### config.mk
export PLATFORM = sky130hd
export DESIGN_NAME = frame_sequencer
export DESIGN_NICKNAME = d
export VERILOG_FILES = /design/src/rtl/frame_sequencer.sv
export SDC_FILE = /design/constraint.sdc
export NUM_CORES = 1
export LEC_CHECK = 0
export CORE_MARGIN = 1
export CORE_UTILIZATION = 51
export CTS_CLUSTER_DIAMETER = 100
export DETAILED_ROUTE_END_ITERATION = 6
export GPL_TIMING_DRIVEN = 1
export HOLD_SLACK_MARGIN = 0.06
export PLACE_DENSITY = 0.91
export SLEW_MARGIN = 20
export SYNTH_ARGS = -nofsm -noshare
export SYNTH_HDL_FRONTEND = slang
export SYNTH_SLANG_ARGS = --single-unit
export TNS_END_PERCENT = 20
### constraint.sdc
create_clock -name clk_in -period 2.29 [get_ports clk_in]
set_clock_uncertainty 0.2 [all_clocks]
set_input_delay 0.3435 -clock clk_in [delete_from_list [all_inputs] [get_ports clk_in]]
set_output_delay 0.3435 -clock clk_in [all_outputs]
set_load 0.03 [all_outputs]
### src/rtl/frame_sequencer.sv
// Write-side frame controller for a double-buffered frame buffer: optional
// solid-colour clear, renderer pass-through, then a vblank-gated buffer swap.
module frame_sequencer #(
  parameter  int FB_WIDTH  = 320,
  parameter  int FB_HEIGHT = 180,
  localparam int FB_PIXELS = FB_WIDTH * FB_HEIGHT,
  localparam int FB_SIZE   = $clog2(FB_PIXELS)
) (
  input  logic               clk_in,
  input  logic               rst_in,
  input  logic               frame_start_in,
  input  logic               clear_en_in,
  input  logic [15:0]        clear_color_in,
  input  logic [FB_SIZE-1:0] rend_addr_in,
  input  logic [15:0]        rend_data_in,
  input  logic               rend_we_in,
  input  logic               render_done_in,
  input  logic               vblank_in,
  output logic [FB_SIZE-1:0] fb_write_addr_out,
  output logic [15:0]        fb_write_data_out,
  output logic               fb_write_enable_out,
  output logic               swap_buffer_out,
  output logic               render_enable_out,
  output logic               busy_out,
  output logic               overrun_out,
  output logic [15:0]        frame_count_out
);

  typedef enum logic [2:0] {
    S_IDLE,
    S_CLEAR,
    S_RENDER,
    S_WAIT_VBLANK,
    S_SWAP
  } state_e;

  localparam logic [FB_SIZE-1:0] LAST_ADDR  = FB_SIZE'(FB_PIXELS - 1);
  localparam logic [FB_SIZE:0]   PIXELS_EXT = (FB_SIZE + 1)'(FB_PIXELS);

  state_e               state_q, state_d;
  logic [FB_SIZE-1:0]   clr_addr_q, clr_addr_d;
  logic [15:0]          clear_color_q, clear_color_d;
  logic                 rend_vld_q, rend_vld_d;
  logic [FB_SIZE-1:0]   rend_addr_q, rend_addr_d;
  logic [15:0]          rend_data_q, rend_data_d;
  logic [FB_SIZE-1:0]   wr_addr_q, wr_addr_d;
  logic [15:0]          wr_data_q, wr_data_d;
  logic                 wr_en_q, wr_en_d;
  logic                 swap_q, swap_d;
  logic                 render_en_q, render_en_d;
  logic                 busy_q, busy_d;
  logic                 overrun_q, overrun_d;
  logic [15:0]          frame_count_q, frame_count_d;
  logic                 rend_in_range;

  assign rend_in_range = ({1'b0, rend_addr_in} < PIXELS_EXT);

  always_comb begin
    // NOTE: every signal gets a default before the case so no path leaves one unassigned (no latches).
    state_d       = state_q;
    clr_addr_d    = clr_addr_q;
    clear_color_d = clear_color_q;
    rend_vld_d    = (state_q == S_RENDER) && rend_we_in && rend_in_range;
    rend_addr_d   = rend_addr_q;
    rend_data_d   = rend_data_q;
    wr_en_d       = 1'b0;
    wr_addr_d     = wr_addr_q;
    wr_data_d     = wr_data_q;
    frame_count_d = frame_count_q;

    if (rend_vld_d) begin
      rend_addr_d = rend_addr_in;
      rend_data_d = rend_data_in;
    end

    case (state_q)
      S_IDLE: begin
        if (frame_start_in) begin
          clear_color_d = clear_color_in;
          clr_addr_d    = '0;
          state_d       = clear_en_in ? S_CLEAR : S_RENDER;
        end
      end
      S_CLEAR: begin
        wr_en_d    = 1'b1;
        wr_addr_d  = clr_addr_q;
        wr_data_d  = clear_color_q;
        clr_addr_d = clr_addr_q + 1'b1;
        if (clr_addr_q == LAST_ADDR) state_d = S_RENDER;
      end
      S_RENDER: begin
        if (render_done_in) state_d = S_WAIT_VBLANK;
      end
      S_WAIT_VBLANK: begin
        if (vblank_in) state_d = S_SWAP;
      end
      S_SWAP: begin
        frame_count_d = frame_count_q + 16'd1;
        state_d       = S_IDLE;
      end
      default: state_d = S_IDLE;
    endcase

    // Renderer writes lag the state by one stage, so they can never collide with clear writes.
    if (rend_vld_q) begin
      wr_en_d   = 1'b1;
      wr_addr_d = rend_addr_q;
      wr_data_d = rend_data_q;
    end

    swap_d      = (state_q == S_SWAP);
    render_en_d = (state_q == S_RENDER);
    busy_d      = (state_q != S_IDLE);
    overrun_d   = frame_start_in && (state_q != S_IDLE);
  end

  // NOTE: sequential state uses non-blocking assignments so every flop samples pre-edge values.
  always_ff @(posedge clk_in) begin
    if (rst_in) begin
      state_q       <= S_IDLE;
      clr_addr_q    <= '0;
      clear_color_q <= '0;
      rend_vld_q    <= 1'b0;
      rend_addr_q   <= '0;
      rend_data_q   <= '0;
      wr_addr_q     <= '0;
      wr_data_q     <= '0;
      wr_en_q       <= 1'b0;
      swap_q        <= 1'b0;
      render_en_q   <= 1'b0;
      busy_q        <= 1'b0;
      overrun_q     <= 1'b0;
      frame_count_q <= '0;
    end else begin
      state_q       <= state_d;
      clr_addr_q    <= clr_addr_d;
      clear_color_q <= clear_color_d;
      rend_vld_q    <= rend_vld_d;
      rend_addr_q   <= rend_addr_d;
      rend_data_q   <= rend_data_d;
      wr_addr_q     <= wr_addr_d;
      wr_data_q     <= wr_data_d;
      wr_en_q       <= wr_en_d;
      swap_q        <= swap_d;
      render_en_q   <= render_en_d;
      busy_q        <= busy_d;
      overrun_q     <= overrun_d;
      frame_count_q <= frame_count_d;
    end
  end

  assign fb_write_addr_out   = wr_addr_q;
  assign fb_write_data_out   = wr_data_q;
  assign fb_write_enable_out = wr_en_q;
  assign swap_buffer_out     = swap_q;
  assign render_enable_out   = render_en_q;
  assign busy_out            = busy_q;
  assign overrun_out         = overrun_q;
  assign frame_count_out     = frame_count_q;

endmodule
; ---- Word-level counts from Yosys, hierarchy flattened
; Cells that the tools add are included.
[classes]
mux = 14
reduce_logical = 10
n_eq_ne = 9
addsub = 2
n_lt_le_gt_ge = 1
[op_table]
columns = operator, n
row1 = $mux 16, 5
row2 = $add 16x1->16 const B, 2
row3 = $pmux 16 s2, 1
row4 = $eq 16x16->1 const B, 1
row5 = $lt 16x16->1 const B, 1
row6 = $mux 3, 4
row7 = $pmux 3 s4, 1
row8 = $ne 2x2->1 const B, 4
row9 = $eq 3x2->1 const B, 2
row10 = $reduce_and 2->1, 2
row11 = $reduce_and 4->1, 1
row12 = $reduce_bool 2->1, 2
row13 = $eq 3x1->1 const B, 1
row14 = $eq 3x3->1 const B, 1
row15 = $logic_and 1x1->1, 3
row16 = $logic_not 3->1, 1
row17 = $reduce_bool 3->1, 1
row18 = $mux 1, 2
row19 = $mux 2, 1
[word_totals]
ff_bits = 121
in_bits = 55
output_inout_bits = 53
elab_cells = 50

; ---- Logic depth before layout (Yosys ltp)
[logic_depth]
depth_word = 3
ltp_mapped = 7

; ---- Worst setup path after synthesis
; Ideal clock, no wire load.
[synth_timing]
kind = reg-to-reg
startpoint = register frame_count_q[2] (netlist: frame_count_out[2])
endpoint = register frame_count_q[15] (netlist: frame_count_out[15])
period_less_slack_ns = 2.066
t_arrival_ns = 1.796
path_slack_ns = 0.224
path_buffers = 1
stages_incl_launch_ff = 6
setup_time_ns = 0.070
path_cell_list = dfxtp_1 -> nor4bb_1 -> buf_2 -> nand3_2 -> or4_1 -> a21oi_1
[synth_via]
elab_chain_cells = 1
[synth_lines]
columns = element, line
row1 = start: declaration, 53  ; logic [15:0] frame_count_q, frame_count_d;
row2 = start signal: assignment, 148  ; frame_count_q <= frame_count_d;
row3 = $add 16x1->16, 98  ; frame_count_d = frame_count_q + 16'd1;
; No other way between the ends.
; A chain may end at the register's enable or synchronous reset.

; ---- Worst setup path after layout
[layout_timing]
startpoint = register frame_count_q[1] (netlist: frame_count_out[1])
endpoint = output port frame_count_out[1]
[layout_lines]
columns = element, line
row1 = end: declaration, 26  ; output logic [15:0] frame_count_out
; No word-level cell between the ends.

==> flow_summary.toml <==
[clocking]
cts_root_buf = "clkbuf_8"
clkSinkCount = 121
post_cts_buffers = 0
cts.path.max_buffers = 2
cts.reportedPaths.clkPinSlew_ns = 0.06
cts_tree = "yes"
clock_latency_ns = 0.51
h-tree-depth = 4
numCtsBuffers = 17

[critical_path]
crit_chain = "clkdlybuf4s50_1"
crit_path_end_kind = "output port"
crit_type = "flop to output port"
cp_max_fo = 6
startpoint_type = "flop"
max_stage_delay_ns = 0.72
crit_slowest_cell = "clkdlybuf4s50_1"
critPathLaunch = "frame_count_out[1]$_SDFFE_PP0P_"
rr_worst_depth = 5
cp.required_ns = 1.75
cp-endpoint = "frame_count_out[1]"
cp_num_cells = 1
r2r_slack_ns = 0.12
r2r-end = "clr_addr_q[14]$_SDFFE_PP0P_"
crit_arrival_ns = 1.68
crit_family = "buffers and inverters"
rr_startpoint = "clr_addr_q[0]$_SDFFE_PP0P_"
critPathBufInv = 1

[synthesis]
syn_inst = 636
synth.distinct_cells = 51
syn_area_per_cell_um2 = 8.29
synth_edf_count = 0
ys_warn_count = 0
synth_area_mm2 = 0.00528
synth_seq_cells = 121
ys_seq_area_share_pct = 45.9
synth_ff_type = "dfxtp_1"
synthArstFlopShare_pct = 0
synth_nets = 693

[routing]
final_antenna_net_count = 0
routed_wl_um = 13700
routedWlPerCell_um = 15.4
drtIter0Drc = 313
dr_total_vias = 4915
drc_errors = 0
viasPerCell = 5.53
first_pass_iters = 5

[worst_hold_path]
hold_path.class = "input pin to flop"
hold_start = "rend_data_in[4]"

[power]
power_mw = 5.95
p_per_area_mw_per_mm2 = 829
ir_worst_vdd_uv = 495
p_leak_nw = 2.56

[sta]
fmax_ghz = 0.449
worst_pin_slew_ns = 0.519
relSlewSlack_pct = 65.4
fin_crit_sh_pct = 97.2
min_period_ns = 2.23
finalHoldViolations = 0
setup_tns_ns = 0
grt_setup_unrepaired = "no"
slew_viol_final = 0
setup_viol = 0

[die]
num_io_pins = 108
core_area_mm2 = 0.00991
die_x_um = 104
rows = 36
initial_core_util_pct = 53.2
die_area_mm2 = 0.0108
fp.dieH_um = 104

[cells_and_area]
area_growth_pct = 36.1
instances_no_fill = 888
drive_gt1_share_pct = 9.27
stdcell_area_mm2 = 0.00718
nets = 800
antenna_cells = 0

[place]
placed_cells = 856
io_buffers = 107
place_area_mm2 = 0.00659
gp_congestion = 0.852
hpwlAfterDp_um = 8960

[grt]
grt_pass1_vias = 4852
grt_overflow = 0
grt_use_total_pct = 26.0
grt_max_degree = 85
antenna_found_initial = 0
grt_pass1_wl_um = 22700

[status]
outcome = "finished clean"

[job]
drv_cap = 0
-- cell usage after synthesis (5+ instances only) --
master,instances,share of area [%]
o21ai_0,8,0.76
or3_1,5,0.59
buf_2,9,0.85
nor2_1,30,2.1
xor2_1,8,1.3
nand2b_1,27,3.2
clkbuf_1,34,2.4
nand4_1,13,1.5
a21oi_1,62,5.9
nand2_1,169,12
a21o_1,31,4.4
nand3_1,11,1.0
a31oi_1,5,0.59
and3_1,5,0.59
dfxtp_1,121,46
mux2i_1,31,5.9
nor3_1,5,0.47
-- area by class of cell --
class                   instances  area, um2
clock buffers                  22        453
clock inverters                 9        123
fillers                       689       2730
inverters                       4       15.0
multi-input cells             466       2680
flip-flops and latches        121       2420
well taps                     133        166
repair buffers                133       1320
-- worst min-delay path by stage --
stage / to / slack, ns / depth (start not counted)
after global placement: fb_write_data_out[11]$_SDFFE_PP0P_ / 0.24 / 2
after CTS: rend_data_q[8]$_SDFFE_PP0P_ / 0.18 / 3
after global routing: rend_data_q[5]$_SDFFE_PP0P_ / 0.18 / 3
after floorplan: fb_write_addr_out[13]$_SDFFE_PP0P_ / 0.23 / 2
final: rend_data_q[4]$_SDFFE_PP0P_ / 0.19 / 3
after detailed placement: fb_write_data_out[12]$_SDFFE_PP0P_ / 0.24 / 2
-- routing by layer --
| layer | vias up | GRT usage (%) | wire, um |
|---|---|---|---|
| li1 | 2394 | - | - |
| met3 | 27 | 7.17 | 944 |
| met2 | 187 | 45.1 | 6960 |
| met1 | 2307 | 30.4 | 5530 |
| met5 | - | 0 | 0 |
| met4 | 0 | 10.2 | 255 |
-- cells by family after synthesis --
logic type | Yosys count | share of synthesized area [%]
AO/OA/AOI/OAI | 127 | 15.0
XOR/XNOR | 9 | 1.49
adder cells (fa/ha/maj) | 2 | 0.474
buffers and inverters | 49 | 3.98
flip-flops | 121 | 45.9
multiplexers | 36 | 7.02
AND/OR/NAND/NOR | 292 | 26.1
-- where the power goes --
group          leakage, nW  total (mW)  internal, mW  switching, mW
Clock                0.284        2.62          1.70          0.917
Sequential           0.980        2.33          2.24         0.0919
Combinational         1.30       0.997         0.424          0.573
Total                 2.56        5.95          4.36           1.58
-- through the flow --
step | utilization [%] | hold WS, ns | setup WS [ns]
2_1_floorplan | - | 0.232 | 0.224
3_3_place_gp | 66.5 | 0.239 | 0.116
3_5_place_dp | 66.5 | 0.243 | 0.0136
4_1_cts | 72.4 | 0.176 | 0.0472
5_1_grt | 72.4 | 0.178 | 0.00667
6_report | 72.4 | 0.189 | 0.0631
-- layout by cell type (no fill, tap or decap), drive strengths merged, types with 6 or more instances in the layout --
| cell | instances |
|---|---|
| nand2 | 169 |
| a21o | 31 |
| nor2 | 30 |
| mux2i | 31 |
| xor2 | 8 |
| nand2b | 27 |
| nand4 | 13 |
| a21oi | 62 |
| clkdlybuf4s50 | 104 |
| dfxtp | 121 |
| o21ai | 9 |
| clkinv | 6 |
| nand3 | 13 |
| clkbuf | 22 |
| buf | 26 |
-- timing repair --
item,CTS,global route
endpoints found under the hold margin,20,0
resized for setup,0,2
endpoints found under the setup margin,0,2
hold buffers,1,0
-- sequential cells by signal, indices dropped and copies added (netlist names), 3 cells and up --
| name | flops |
|---|---|
| fb_write_data_out | 16 |
| clr_addr_q | 16 |
| fb_write_addr_out | 16 |
| frame_count_out | 16 |
| clear_color_q | 16 |
| state_q | 3 |
| rend_addr_q | 16 |
| rend_data_q | 16 |
No activity file was read; power rests on OpenSTA's default activity.
